### config.mk
export PLATFORM = sky130hd
export DESIGN_NAME = vga_sync_gen_flat
export DESIGN_NICKNAME = d
export VERILOG_FILES = /design/src/rtl/vga_sync_gen_if.sv /design/src/rtl/vga_sync_gen.sv /design/src/flat_wrapper.sv
export SDC_FILE = /design/constraint.sdc
export NUM_CORES = 1
export LEC_CHECK = 0
export ABC_AREA = 1
export BUFFER_PORTS_ARGS = -buffer_cell sky130_fd_sc_hd__buf_2
export CAP_MARGIN = 20
export CORE_AREA = 2 2 100 54
export DETAILED_ROUTE_END_ITERATION = 16
export DIE_AREA = 0 0 102 56
export PLACE_DENSITY = 0.87
export SYNTH_ARGS = -nofsm -noshare
export SYNTH_HDL_FRONTEND = slang
export SYNTH_SLANG_ARGS = --single-unit
### constraint.sdc
create_clock -name clk -period 4.5 [get_ports clk]
set_input_delay 0.225 -clock clk [delete_from_list [all_inputs] [get_ports clk]]
set_output_delay 0.225 -clock clk [all_outputs]
set_load 0.02 [all_outputs]
### src/rtl/vga_sync_gen_if.sv
// Pixel-coordinate interface between the VGA raster generator (master)
// and the renderers that consume pixel coordinates and sync timing (slave).
interface vga_sync_gen_if;
    logic        pix_en;
    logic [15:0] h_counter;
    logic [15:0] v_counter;
    logic        hsync;
    logic        vsync;
    logic        video_on;
    logic        frame_start;

    // Timing generator drives everything.
    modport master (
        output pix_en,
        output h_counter,
        output v_counter,
        output hsync,
        output vsync,
        output video_on,
        output frame_start
    );

    // Renderers and the connector only observe.
    modport slave (
        input pix_en,
        input h_counter,
        input v_counter,
        input hsync,
        input vsync,
        input video_on,
        input frame_start
    );
endinterface

### src/rtl/vga_sync_gen.sv
// Free-running VGA raster timing generator.
// The board clock is divided down to a one-clk pixel strobe (pix_en); the
// column/line counters and the registered sync outputs advance only on that
// strobe. Default timing is 640x480@60 (800x525 total) at CLK_DIV=2.
//
// Optional build macro VGA_SYNC_PIPE_EN: hsync, vsync and video_on are
// delayed by one pixel relative to h_counter/v_counter, so they line up with
// renderers that register their colour output on pix_en. pix_en, the
// counters and frame_start are identical in both builds.
//
// Interface handshake: there is no back-pressure. pix_en acts as the valid
// strobe; a consumer samples h_counter/v_counter/frame_start on any clk edge
// where pix_en=1, and the coordinates are stable for the CLK_DIV clks between
// strobes.
module vga_sync_gen #(
    parameter int H_ACTIVE = 640,
    parameter int H_FP     = 16,
    parameter int H_SYNC   = 96,
    parameter int H_BP     = 48,
    parameter int V_ACTIVE = 480,
    parameter int V_FP     = 10,
    parameter int V_SYNC   = 2,
    parameter int V_BP     = 33,
    parameter int CLK_DIV  = 2,
    parameter int SYNC_POL = 0
) (
    input  logic           clk,
    input  logic           rst_n,
    vga_sync_gen_if.master vga
);

    localparam int H_TOTAL = H_ACTIVE + H_FP + H_SYNC + H_BP;
    localparam int V_TOTAL = V_ACTIVE + V_FP + V_SYNC + V_BP;

    // Decode points, all held at the full 16-bit counter width.
    localparam logic [15:0] H_LAST   = 16'(H_TOTAL - 1);
    localparam logic [15:0] V_LAST   = 16'(V_TOTAL - 1);
    localparam logic [15:0] H_VIS    = 16'(H_ACTIVE);
    localparam logic [15:0] V_VIS    = 16'(V_ACTIVE);
    localparam logic [15:0] HS_START = 16'(H_ACTIVE + H_FP);
    localparam logic [15:0] HS_END   = 16'(H_ACTIVE + H_FP + H_SYNC);
    localparam logic [15:0] VS_START = 16'(V_ACTIVE + V_FP);
    localparam logic [15:0] VS_END   = 16'(V_ACTIVE + V_FP + V_SYNC);

    // CLK_DIV is at most 16, so the divider fits in 4 bits.
    localparam logic [3:0] DIV_LAST = 4'(CLK_DIV - 1);

    // Level driven on hsync/vsync while the pulse is asserted.
    localparam logic SYNC_ON = (SYNC_POL != 0);

    logic [3:0]  div_q;
    logic [3:0]  div_d;
    logic        pix_en;
    logic [15:0] h_q;
    logic [15:0] h_d;
    logic [15:0] v_q;
    logic [15:0] v_d;
    logic        hsync_d;
    logic        vsync_d;
    logic        hsync_q;
    logic        vsync_q;
    logic        video_now;
    logic        frame_start;

    // Divider next value: count 0..CLK_DIV-1 and wrap.
    always_comb begin
        div_d = div_q + 4'd1;
        if (div_q == DIV_LAST) begin
            div_d = 4'd0;
        end
    end

    // Divider register.
    always_ff @(posedge clk or negedge rst_n) begin
        if (!rst_n) begin
            div_q <= 4'd0;
        end else begin
            div_d_apply: div_q <= div_d;
        end
    end

    // With CLK_DIV=1 the divider compare is constantly true, so the strobe is
    // also gated by rst_n to keep it low while the generator is held in reset.
    assign pix_en = rst_n & (div_q == DIV_LAST);

    // Raster next-state: h wraps at the end of the line and carries into v in
    // the same edge; v wraps at the end of the frame so both hit 0 together.
    always_comb begin
        h_d = h_q;
        v_d = v_q;
        if (pix_en) begin
            if (h_q == H_LAST) begin
                h_d = 16'd0;
                if (v_q == V_LAST) begin
                    v_d = 16'd0;
                end else begin
                    v_d = v_q + 16'd1;
                end
            end else begin
                h_d = h_q + 16'd1;
            end
        end
    end

    // Sync decode on the next-state counters so the registered syncs change
    // on the same edge as the counters they describe.
    always_comb begin
        hsync_d = ~SYNC_ON;
        vsync_d = ~SYNC_ON;
        if ((h_d >= HS_START) && (h_d < HS_END)) begin
            hsync_d = SYNC_ON;
        end
        if ((v_d >= VS_START) && (v_d < VS_END)) begin
            vsync_d = SYNC_ON;
        end
    end

    // Counter and sync registers; reset parks the raster at (0,0) with both
    // syncs idle so no partial pulse survives a mid-frame reset.
    always_ff @(posedge clk or negedge rst_n) begin
        if (!rst_n) begin
            h_q     <= 16'd0;
            v_q     <= 16'd0;
            hsync_q <= ~SYNC_ON;
            vsync_q <= ~SYNC_ON;
        end else begin
            h_q     <= h_d;
            v_q     <= v_d;
            hsync_q <= hsync_d;
            vsync_q <= vsync_d;
        end
    end

    // Visible-area and frame-origin decode of the registered counters.
    // video_now is 1 during reset because (0,0) is a visible pixel.
    always_comb begin
        video_now   = (h_q < H_VIS) && (v_q < V_VIS);
        frame_start = pix_en && (h_q == 16'd0) && (v_q == 16'd0);
    end

    assign vga.pix_en      = pix_en;
    assign vga.h_counter   = h_q;
    assign vga.v_counter   = v_q;
    assign vga.frame_start = frame_start;

`ifdef VGA_SYNC_PIPE_EN
    logic hsync_p;
    logic vsync_p;
    logic video_p;

    // One-pixel delay stage: captures the current pixel's sync/visible state
    // on the strobe that moves the counters on to the next pixel.
    always_ff @(posedge clk or negedge rst_n) begin
        if (!rst_n) begin
            hsync_p <= ~SYNC_ON;
            vsync_p <= ~SYNC_ON;
            video_p <= 1'b0;
        end else if (pix_en) begin
            hsync_p <= hsync_q;
            vsync_p <= vsync_q;
            video_p <= video_now;
        end
    end

    assign vga.hsync    = hsync_p;
    assign vga.vsync    = vsync_p;
    assign vga.video_on = video_p;
`else
    assign vga.hsync    = hsync_q;
    assign vga.vsync    = vsync_q;
    assign vga.video_on = video_now;
`endif

endmodule

### src/flat_wrapper.sv
// flat-port wrapper written by rule: the top's interface ports become plain ports
module vga_sync_gen_flat 
#(
    parameter int H_ACTIVE = 640,
    parameter int H_FP     = 16,
    parameter int H_SYNC   = 96,
    parameter int H_BP     = 48,
    parameter int V_ACTIVE = 480,
    parameter int V_FP     = 10,
    parameter int V_SYNC   = 2,
    parameter int V_BP     = 33,
    parameter int CLK_DIV  = 2,
    parameter int SYNC_POL = 0
)
  (clk, rst_n, vga_pix_en, vga_h_counter, vga_v_counter, vga_hsync, vga_vsync, vga_video_on, vga_frame_start);
  vga_sync_gen_if vga_i ();
  input  logic clk;
  input  logic rst_n;
  output wire logic [$bits(vga_i.pix_en)-1:0] vga_pix_en;
  output wire logic [$bits(vga_i.h_counter)-1:0] vga_h_counter;
  output wire logic [$bits(vga_i.v_counter)-1:0] vga_v_counter;
  output wire logic [$bits(vga_i.hsync)-1:0] vga_hsync;
  output wire logic [$bits(vga_i.vsync)-1:0] vga_vsync;
  output wire logic [$bits(vga_i.video_on)-1:0] vga_video_on;
  output wire logic [$bits(vga_i.frame_start)-1:0] vga_frame_start;
  assign vga_pix_en = vga_i.pix_en;
  assign vga_h_counter = vga_i.h_counter;
  assign vga_v_counter = vga_i.v_counter;
  assign vga_hsync = vga_i.hsync;
  assign vga_vsync = vga_i.vsync;
  assign vga_video_on = vga_i.video_on;
  assign vga_frame_start = vga_i.frame_start;
  vga_sync_gen #(.H_ACTIVE(H_ACTIVE), .H_FP(H_FP), .H_SYNC(H_SYNC), .H_BP(H_BP), .V_ACTIVE(V_ACTIVE), .V_FP(V_FP), .V_SYNC(V_SYNC), .V_BP(V_BP), .CLK_DIV(CLK_DIV), .SYNC_POL(SYNC_POL)) u_core (.clk(clk), .rst_n(rst_n), .vga(vga_i));
endmodule
==> results.txt <==
Antenna cells: 0
Post-synthesis cell count: 375
Vias in the first global route: 2,300
Max_cap viols: 0
First-pass GRT wire length: 11,800 um
Core ar.: 0.00477 sq mm
Post CTS Setup Buffer Count: 0
Synth top area share: 35.0%
TritonRoute pass-1 iters: 5
Final HPWL DP: 5710 um
Met2 usage: 33.6%
Clock Tree Buf Depth: 2
Initial Util: 53.9%
Clock Latency Late Sink: 0.30 ns
Met1 usage: 43.7%
Hold Violations, Final: 0
Mux contribution to synthesized area: 0.389%
Setup TNS: 0 ns
Synth Cell Area: 0.00257 sq mm
Syn. warnings: 0
P_int: 577 uW
Number of buffers created by CTS: 5
Sequential fraction of the synthesis area: 37.1%
WP data required: 4.28 ns
Die Y: 56 um
Final net count: 424
Pin count of the biggest net entering global routing: 41
Pre-CTS setup slack: 1.84 ns
TritonCTS Sinks: 38
Measured slew at the worst slew-check pin: 0.878 ns
Setup crit end kind: output port
Clock power frac: 31.4%
Row cnt: 18
Combinational fraction of design power: 23.3%
Detail Route Antenna Nets: 0
Count of cell types in the netlist: 34
Period utilisation layout: 53.1%
Simple-gate portion of the synthesized area: 42.3%
Clk slew on worst S/H paths: 0.07 ns
Crit start category: flop
Max Slew Vio Count: 0
Switching pwr: 317 uW
Fin worst setup slack: 2.11 ns
Power per cell area: 304 mW/mm^2
Io pins: 39
Vias/cell: 5.53
Post-Synth Adder-Cell Area: 1.95%
Synth Area in XOR/XNOR: 3.36%
CTS tree: built
Worst min path class: input pin to async pin
#FFs+latches synth: 38
Avg Cell Area, Syn: 6.86 sq um
Fin Clk Skew: 0.00557 ns
Area of the die: 0.00571 sq mm
Residual DRC: 0
Routability cong.: 0.980
Largest family of logic cells by synthesized area: simple AND/OR/NAND/NOR gates
Avg WL per Cell: 15.1 um
Post-CTS sizing: 0
Initial antenna violation count: 0
Vias: 2,704
Maximum VDD drop: 0.157 mV
Synth Area in Compound Gates: 4.43%
Met3 usage: 8.67%
Chip width: 102 um
Initial detailed-routing violation count: 317
Final setup viols: 0
Min Tclk post-route: 2.39 ns
Hold-fix buffers at CTS: 0
Clk Tree Root Cell: clkbuf_8
Post-synth net total: 381
Total gr overflow: 0
Seq pwr share: 45.3%
Synthesis-to-layout area growth: 14.4%
Achievable frequency: 418 MHz
GRT Total Usage: 26.9%
Max Fanout on Critical Path: 6
Sw frac: 35.4%
WS Path Type: flop to output port
DRT Wirelength: 7390 um
Port bufs: 38
Outcome: complete, no violations
Depth of the CTS H-tree: 2
Cell accounting for the most synthesized area: dfrtp_1
Top cells by area, synth: dfrtp_1 35%, nand2_1 14%, inv_1 9.3%
Layout cell share with drive strength beyond 1: 17.7%
Worst Path Arrival: 2.17 ns
RSZ-0062 raised after global routing: no
Busiest grt layer: met1
Leak Pwr: 1.56 nW
Relative slew slack: 41.4%
## cells in the final DEF (no fill, tap or decap), drive strengths merged
master  synthesis  routed
nor4            1       1
xnor2           1       1
nand3b          1       1
buf             2      38
mux2i           1       1
o21ai          13      13
nor2           69      69
nand3          35      35
dfstp           2       2
and3            1       1
nand4          18      18
or4             1       1
clkbuf          0       8
a21oi           6       6
nor3            8       8
o21a            1       1
nand2          98      98
inv            68      68
o21bai          1       1
dfrtp          36      36
ha              4       4
xor2            8       8
## final timing paths
path / from / to / slack (ns) / cells after the start
min reg2reg: u_core.div_q[0] / u_core.div_q[0] / 0.57 / 1
max reg2reg: u_core.vga.v_counter[1] / u_core.vga.vsync / 2.24 / 10
min in group clk: u_core.div_q[0] / u_core.div_q[0] / 0.57 / 1
min: rst_n / u_core.div_q[3] / 0.04 / 1
max: u_core.vga.h_counter[11] / vga_frame_start / 2.11 / 5
max in group asynchronous: rst_n / u_core.vga.h_counter[6] / 3.91 / 1
## per-layer routing
metal | routed length (um) | share of wire, %
met1 | 3520 | 48
met2 | 2820 | 38
met3 | 995 | 13
met4 | 53 | 0.72
met5 | 0 | 0
## synth_stat cells (all sizes together)
library cell,count
nand3,35
nor4,1
dfstp,2
xnor2,1
nand3b,1
nor3,8
xor2,8
or4,1
inv,68
o21a,1
nor2,69
buf,2
mux2i,1
and3,1
dfrtp,36
nand4,18
nand2,98
o21ai,13
ha,4
a21oi,6
o21bai,1
## critical path: stages (launching register included)
cell and delay [ns]:
dfrtp_1 0.45, nor2_2 0.25, nand3_1 0.17, or4_1 0.53, nor4_1 0.24, buf_2 0.23
## flip-flops by register name, summed over array words and instances, names as in the netlist
signal / count
u_core.vga.h_counter: 16
u_core.vga.v_counter: 16
u_core.div_q: 4
u_core.vga.hsync: 1
u_core.vga.vsync: 1
## area by class of cell
class	instances	area, sq um
sequential	38	953
multi-input combinational	267	1350
inverter	68	255
tap	70	87.6
timing repair buffer	38	190
fill	436	1830
clock buffer	8	110
## metrics by stage
stage	utilization (%)	cell area, sq um	cells	hold WS [ns]	power [mW]
final	61.7	2940	489	0.0395	0.894
after global placement	59.4	2830	481	0.374	0.604
after global routing	61.7	2940	489	0.108	0.929
after detailed placement	59.4	2830	481	0.392	0.610
after CTS	61.7	2940	489	0.0725	0.885
after floorplan	-	2570	375	-0.0706	0.537
## cells by family (layout without fill, tap and decap cells)
group | count (synthesis) | count (layout)
buffers and inverters | 70 | 114
multiplexers | 1 | 1
AO/OA/AOI/OAI | 21 | 21
flip-flops | 38 | 38
adder cells (fa/ha/maj) | 4 | 4
XOR/XNOR | 9 | 9
AND/OR/NAND/NOR | 232 | 232
## power by group through the flow
stage	clock network (mW)	registers [mW]	logic, mW
2_1_floorplan	0	0.427	0.111
3_3_place_gp	0	0.407	0.197
3_5_place_dp	0	0.409	0.201
4_1_cts	0.279	0.403	0.203
5_1_grt	0.295	0.408	0.226
6_report	0.281	0.405	0.208
Power figures use the tool's default switching activity.
